<file path="src/rtl/ball_motion_ctrl.sv">
// Ball motion controller: serve delay, per-frame movement, wall reflection,
// paddle hits with speed-up, miss scoring and game-over/restart handling.
module ball_motion_ctrl #(
    parameter int FIELD_W        = 640,
    parameter int FIELD_H        = 480,
    parameter int BALL_SIZE      = 8,
    parameter int MAX_SPEED      = 4,
    parameter int HITS_PER_LEVEL = 4,
    parameter int SERVE_DELAY    = 60,
    parameter int WIN_SCORE      = 9,
    parameter int XW             = 10,
    parameter int YW             = 10,
    parameter int SW             = 4
) (
    input  logic          clk,
    input  logic          reset,
    input  logic          frame_tick,
    input  logic          hit_left,
    input  logic          hit_right,
    input  logic          start,
    output logic [XW-1:0] ball_x,
    output logic [YW-1:0] ball_y,
    output logic          dir_x,
    output logic          dir_y,
    output logic [2:0]    speed,
    output logic [SW-1:0] score_left,
    output logic [SW-1:0] score_right,
    output logic          serving,
    output logic          game_over,
    output logic          point_pulse
);

    localparam int DW = $clog2(SERVE_DELAY + 1);
    localparam int HW = $clog2(HITS_PER_LEVEL + 1);
    localparam logic [XW-1:0] X_MAX = XW'(FIELD_W - BALL_SIZE);
    localparam logic [YW-1:0] Y_MAX = YW'(FIELD_H - BALL_SIZE);
    localparam logic [XW-1:0] X_CTR = XW'((FIELD_W - BALL_SIZE) / 2);
    localparam logic [YW-1:0] Y_CTR = YW'((FIELD_H - BALL_SIZE) / 2);

    typedef enum logic [1:0] {SERVE, MOVE, SCORED, GAME_OVER} state_t;

    state_t          state, state_nxt;
    logic [DW-1:0]   delay_cnt, delay_nxt;
    logic [HW-1:0]   hit_cnt, hit_cnt_nxt;
    logic            latch_l, latch_l_nxt, latch_r, latch_r_nxt;
    logic            scorer_left, scorer_left_nxt;
    logic [XW-1:0]   x_nxt;
    logic [YW-1:0]   y_nxt;
    logic            dir_x_nxt, dir_y_nxt;
    logic [2:0]      speed_nxt;
    logic [SW-1:0]   score_l_nxt, score_r_nxt;

    logic            hit_l, hit_r, acc_l, acc_r;
    logic [XW-1:0]   spd_x;
    logic [YW-1:0]   spd_y;
    logic [SW-1:0]   score_l_inc, score_r_inc;

    assign hit_l       = latch_l | hit_left;
    assign hit_r       = latch_r | hit_right;
    assign acc_l       = hit_l & ~dir_x;
    assign acc_r       = hit_r & dir_x;
    assign spd_x       = XW'(speed);
    assign spd_y       = YW'(speed);
    assign score_l_inc = score_left + 1'b1;
    assign score_r_inc = score_right + 1'b1;

    assign serving     = (state == SERVE);
    assign game_over   = (state == GAME_OVER);
    assign point_pulse = (state == SCORED);

    always_ff @(posedge clk) begin
        if (reset) begin
            state       <= SERVE;
            delay_cnt   <= '0;
            hit_cnt     <= '0;
            latch_l     <= 1'b0;
            latch_r     <= 1'b0;
            scorer_left <= 1'b0;
            ball_x      <= X_CTR;
            ball_y      <= Y_CTR;
            dir_x       <= 1'b0;
            dir_y       <= 1'b0;
            speed       <= 3'd1;
            score_left  <= '0;
            score_right <= '0;
        end else begin
            state       <= state_nxt;
            delay_cnt   <= delay_nxt;
            hit_cnt     <= hit_cnt_nxt;
            latch_l     <= latch_l_nxt;
            latch_r     <= latch_r_nxt;
            scorer_left <= scorer_left_nxt;
            ball_x      <= x_nxt;
            ball_y      <= y_nxt;
            dir_x       <= dir_x_nxt;
            dir_y       <= dir_y_nxt;
            speed       <= speed_nxt;
            score_left  <= score_l_nxt;
            score_right <= score_r_nxt;
        end
    end

    always_comb begin
        state_nxt       = state;
        delay_nxt       = delay_cnt;
        hit_cnt_nxt     = hit_cnt;
        latch_l_nxt     = hit_l;
        latch_r_nxt     = hit_r;
        scorer_left_nxt = scorer_left;
        x_nxt           = ball_x;
        y_nxt           = ball_y;
        dir_x_nxt       = dir_x;
        dir_y_nxt       = dir_y;
        speed_nxt       = speed;
        score_l_nxt     = score_left;
        score_r_nxt     = score_right;

        case (state)
            SERVE: begin
                x_nxt     = X_CTR;
                y_nxt     = Y_CTR;
                speed_nxt = 3'd1;
                if (frame_tick) begin
                    latch_l_nxt = 1'b0;
                    latch_r_nxt = 1'b0;
                    if (delay_cnt == DW'(SERVE_DELAY - 1)) begin
                        delay_nxt = '0;
                        state_nxt = MOVE;
                    end else begin
                        delay_nxt = delay_cnt + 1'b1;
                    end
                end
            end

            MOVE: begin
                if (frame_tick) begin
                    latch_l_nxt = 1'b0;
                    latch_r_nxt = 1'b0;

                    if (!dir_y) begin
                        if (ball_y < spd_y) begin
                            y_nxt     = '0;
                            dir_y_nxt = 1'b1;
                        end else begin
                            y_nxt = ball_y - spd_y;
                        end
                    end else begin
                        if ({1'b0, ball_y} + {1'b0, spd_y} > {1'b0, Y_MAX}) begin
                            y_nxt     = Y_MAX;
                            dir_y_nxt = 1'b0;
                        end else begin
                            y_nxt = ball_y + spd_y;
                        end
                    end

                    // An accepted hit reverses X and freezes it for this tick.
                    if (acc_l || acc_r) begin
                        dir_x_nxt = ~dir_x;
                        if (hit_cnt == HW'(HITS_PER_LEVEL - 1)) begin
                            hit_cnt_nxt = '0;
                            if (speed < 3'(MAX_SPEED))
                                speed_nxt = speed + 1'b1;
                        end else begin
                            hit_cnt_nxt = hit_cnt + 1'b1;
                        end
                    end else if (!dir_x && ball_x < spd_x) begin
                        scorer_left_nxt = 1'b0;
                        state_nxt       = SCORED;
                    end else if (dir_x && ({1'b0, ball_x} + {1'b0, spd_x} > {1'b0, X_MAX})) begin
                        scorer_left_nxt = 1'b1;
                        state_nxt       = SCORED;
                    end else if (dir_x) begin
                        x_nxt = ball_x + spd_x;
                    end else begin
                        x_nxt = ball_x - spd_x;
                    end
                end
            end

            SCORED: begin
                dir_x_nxt   = scorer_left;
                delay_nxt   = '0;
                hit_cnt_nxt = '0;
                state_nxt   = SERVE;
                if (scorer_left) begin
                    score_l_nxt = score_l_inc;
                    if (score_l_inc == SW'(WIN_SCORE))
                        state_nxt = GAME_OVER;
                end else begin
                    score_r_nxt = score_r_inc;
                    if (score_r_inc == SW'(WIN_SCORE))
                        state_nxt = GAME_OVER;
                end
                if (state_nxt == SERVE) begin
                    x_nxt     = X_CTR;
                    y_nxt     = Y_CTR;
                    speed_nxt = 3'd1;
                end
            end

            GAME_OVER: begin
                latch_l_nxt = 1'b0;
                latch_r_nxt = 1'b0;
                if (start) begin
                    score_l_nxt = '0;
                    score_r_nxt = '0;
                    delay_nxt   = '0;
                    hit_cnt_nxt = '0;
                    x_nxt       = X_CTR;
                    y_nxt       = Y_CTR;
                    speed_nxt   = 3'd1;
                    state_nxt   = SERVE;
                end
            end

            default: state_nxt = SERVE;
        endcase
    end

endmodule

</file>
<file path="config.mk">
export PLATFORM = sky130hd
export DESIGN_NAME = ball_motion_ctrl
export DESIGN_NICKNAME = d
export VERILOG_FILES = /design/src/rtl/ball_motion_ctrl.sv
export SDC_FILE = /design/constraint.sdc
export NUM_CORES = 1
export LEC_CHECK = 0
export CAP_MARGIN = 40
export CORE_ASPECT_RATIO = 1.4
export CORE_UTILIZATION = 47
export CTS_CLUSTER_SIZE = 14
export DETAILED_ROUTE_END_ITERATION = 16
export MAX_ROUTING_LAYER = met4
export PLACE_DENSITY_LB_ADDON = 0.08
export SETUP_SLACK_MARGIN = 0.5
export SLEW_MARGIN = 40
export SYNTH_ARGS = -nofsm -noshare
export SYNTH_HDL_FRONTEND = slang
export SYNTH_SLANG_ARGS = --single-unit
</file>
<file path="constraint.sdc">
create_clock -name clk -period 3.69 [get_ports clk]
set_clock_uncertainty 0.05 [all_clocks]
set_input_delay 0.369 -clock clk [delete_from_list [all_inputs] [get_ports clk]]
set_output_delay 0.369 -clock clk [all_outputs]
set_load 0.01 [all_outputs]
</file>
==> summary.md <==
| Metric | Value |
|---|---|
| Status | `complete, no violations` |
| Critical Path RT | `3870 ps` |
| Net Count, Synth | `468` |
| Final setup fails | `0` |
| CTS clk-pin slew, worst paths | `100 ps` |
| Starting Density | `49.13%` |
| DR iter-0 viols | `218` |
| FP Rows | `36` |
| CTS H-tree lvls | `2` |
| Leakage Power | `1.433 nW` |
| Synth unique cells | `68` |
| Total die area | `0.007696 mm^2` |
| Clk Latency, worst-skew pair | `310 ps` |
| Final period util | `80.24%` |
| EDFF count, synth | `0` |
| Synth Area in Compound Gates | `25.66%` |
| Die width | `74.43 um` |
| GPL Wtd Cong | `0.8930` |
| Cell Pwr Density | `227.5 mW/mm^2` |
| Global-route wire length before repair | `14,860 um` |
| DRT Pass-1 Iters | `4` |
| Largest net degree at the start of global routing | `31` |
| Most frequent cells in the layout | `nor2_1, dfxtp_1, clkdlybuf4s50_1` |
| Flops & latches, synth | `47` |
| Vias in the first global route | `3,111` |
| CP max FO | `14` |
| Netlist Area Pre-Place | `0.003452 mm^2` |
| Most frequent CP cell | `o21ai_2` |
| Number of CTS-inserted buffers | `5` |
| Post-synthesis cell count | `441` |
| Clk sinks | `47` |
| Yosys warning count | `0` |
| Die Y-Extent | `103.4 um` |
| WS Path Type | `register to register` |
| Crit path max-delay family | `compound AO/OA/AOI/OAI gates` |
| Sequential share of the synthesized area | `27.26%` |
| Primary FF master, synth | `dfxtp_1` |
| Dpl hpwl | `6502 um` |
| Nets | `499` |
| Syn Area/Cell | `7.828 um^2` |
| Max-slew violations | `0` |
| Fraction of synthesized area in multiplexers | `1.776%` |
| Vias/cell | `5.817` |
| Slowest Stage Delay on Critical Path | `520 ps` |
| Met1 WL | `3949 um` |
| Worst min path class | `register to register` |
| Async S/R FF share, synth | `0%` |
| Area grow syn2layout | `16.96%` |
| Routed len/inst | `15.56 um` |
| Top Metal Used | `met4` |
| Cts hold-fix bufs | `0` |
| TNS Setup | `0 ps` |
| Most common cell after layout, fill and taps aside | `nor2_1` |
| Port bufs | `41` |
| RSZ-0062 raised after global routing | `no` |
| Overall Global Routing Usage | `25.42%` |
| Number of antenna violations at the first check in global routing | `0` |
| Period minus WS final | `2961 ps` |
| Crit start category | `register` |
| Worst hold margin | `429.4 ps` |
| # DRC | `0` |
| CP endpoint kind | `register` |
| Antenna Nets Post-Route | `0` |
| Vias | `3,304` |
| Ratio of cells with drive above 1 in the final layout | `8.668%` |
| Slowest library cell on the worst path | `or4_4` |
| Final hold vios | `0` |
| Combinational family with the most area after synthesis | `simple AND/OR/NAND/NOR gates` |
| Remaining Overflow, GRT | `0` |
| Final Power | `918.8 uW` |
| Routed length on met2 | `4411 um` |
| Post-Synth XOR/XNOR Area | `4.567%` |
| Core Footprint | `0.007027 mm^2` |
| Synth Area in Simple Gates | `26.39%` |
| Bufs and invs on worst path | `2` |
| VDD IR-drop max | `0.0001939 V` |
| Max_cap viols | `0` |
| Headroom to the max-slew limit | `52.18%` |
| Least-Margin Pin Slew | `709.8 ps` |
| Crit-path cells | `ha_1, inv_1, fa_1, a2111o_1, or4_4, o21ai_2, a21oi_1, o21ai_2, buf_4, nor2_1, a221oi_2` |
| Met3 wire length | `300 um` |
| Post-Synth Adder-Cell Area | `8.481%` |
| WP data arrival | `3140 ps` |
| # IOs | `42` |
| Achievable Freq | `337.8 MHz` |
| CTS root buf | `clkbuf_8` |
| Number of diodes | `0` |
| TritonCTS clock tree | `built` |
| CTS max path bufs | `2` |
| Total wire length | `8837 um` |
-- synthesized netlist by cell type (all sizes together) (3+ instances only) --
| master | number | area, um^2 |
|---|---|---|
| nor2 | 61 | 229.0 |
| dfxtp | 47 | 940.9 |
| a21oi | 31 | 162.7 |
| nand2 | 27 | 101.4 |
| o21ai | 21 | 112.6 |
| clkbuf | 18 | 67.56 |
| inv | 18 | 67.56 |
| ha | 17 | 212.7 |
| nor3 | 17 | 85.08 |
| nand3 | 16 | 80.08 |
| nor2b | 9 | 56.30 |
| xnor2 | 9 | 78.83 |
| xor2 | 9 | 78.83 |
| buf | 8 | 67.56 |
| nand2b | 8 | 50.05 |
| o211ai | 8 | 60.06 |
| or3 | 8 | 50.05 |
| a211oi | 7 | 70.07 |
| a31oi | 7 | 43.79 |
| a22oi | 6 | 45.04 |
| and2 | 6 | 37.54 |
| nand4 | 6 | 37.54 |
| mux2i | 5 | 50.05 |
| nor3b | 5 | 42.54 |
| nor4 | 5 | 31.28 |
| o22ai | 5 | 31.28 |
| a2111oi | 4 | 36.29 |
| a211o | 4 | 35.03 |
| fa | 4 | 80.08 |
| nand3b | 4 | 30.03 |
| o21a | 4 | 30.03 |
| a21o | 3 | 22.52 |
| a221oi | 3 | 38.79 |
| o31ai | 3 | 22.52 |
| or4 | 3 | 26.27 |
-- timing repair --
action,4_1_cts,5_1_grt
gates cloned,0,0
buffers inserted,1,3
pin swaps,1,2
gates resized for setup,0,8
endpoints found under the setup margin,6,18
-- logic make-up after synthesis --
group,count (synthesis)
simple gates,182
compound gates,123
flops,47
buf+inv,44
fa+ha+maj,21
xor+xnor,18
mux,6
-- sequential cells by signal, summed over array words and instances, names as in the netlist --
| name | flops |
|---|---|
| ball_x | 10 |
| ball_y | 10 |
| delay_cnt | 6 |
| score_left | 4 |
| score_right | 4 |
| hit_cnt | 3 |
| speed | 3 |
| state | 2 |
| dir_x | 1 |
| dir_y | 1 |
| latch_l | 1 |
| latch_r | 1 |
| scorer_left | 1 |
-- area by class of cell --
class	instances	area [um^2]
Sequential cell	47	944.7
Clock buffer	5	68.82
Clock inverter	3	22.52
Inverter	18	71.32
Multi-Input combinational cell	350	2333
Timing Repair Buffer	50	478.0
Fill cell	693	2989
Tap cell	95	118.9
-- worst reg2reg max path: stages, from the launching register on --
cell	delay (ps)
dfxtp_2	410
ha_1	190
inv_1	50
fa_1	380
a2111o_1	440
or4_4	520
o21ai_2	120
a21oi_1	70
o21ai_2	180
buf_4	220
nor2_1	80
a221oi_2	170
-- metrics by stage --
stage	util [%]	setup WS, ps	std cells	cell area (um^2)
finish	57.46	729.3	568	4038
global route	57.46	512.2	568	4038
CTS	56.68	574.6	565	3983
detailed placement	55.27	498.2	556	3884
global placement	55.27	573.6	556	3884
floorplan	-	849.3	441	3452
-- where the power goes --
part           internal, mW  switching (mW)  total, mW  leakage [nW]
clock                 0.138           0.201      0.339        0.0489
sequential            0.512         0.00608      0.518         0.380
combinational        0.0280          0.0340     0.0620          1.00
-- path summary, 6_finish.rpt --
| kind | from | endpoint | slack [ps] | cells past startpoint |
|---|---|---|---|---|
| min reg2reg | hit_cnt[2]$_SDFFE_PP0P_ | hit_cnt[2]$_SDFFE_PP0P_ | 430 | 1 |
| max reg2reg | speed[0]$_SDFFE_PP1P_ | ball_x[8]$_SDFFE_PP1P_ | 730 | 11 |
| max | speed[0]$_SDFFE_PP1P_ | ball_x[8]$_SDFFE_PP1P_ | 730 | 11 |
| min | hit_cnt[2]$_SDFFE_PP0P_ | hit_cnt[2]$_SDFFE_PP0P_ | 430 | 1 |
-- per-layer routing --
metal,vias up,track usage [%]
met5,-,-
met4,0,7.983
met3,17,3.391
met2,86,42.13
met1,1543,31.78
li1,1658,-
No activity file was read; power rests on OpenSTA's default activity.
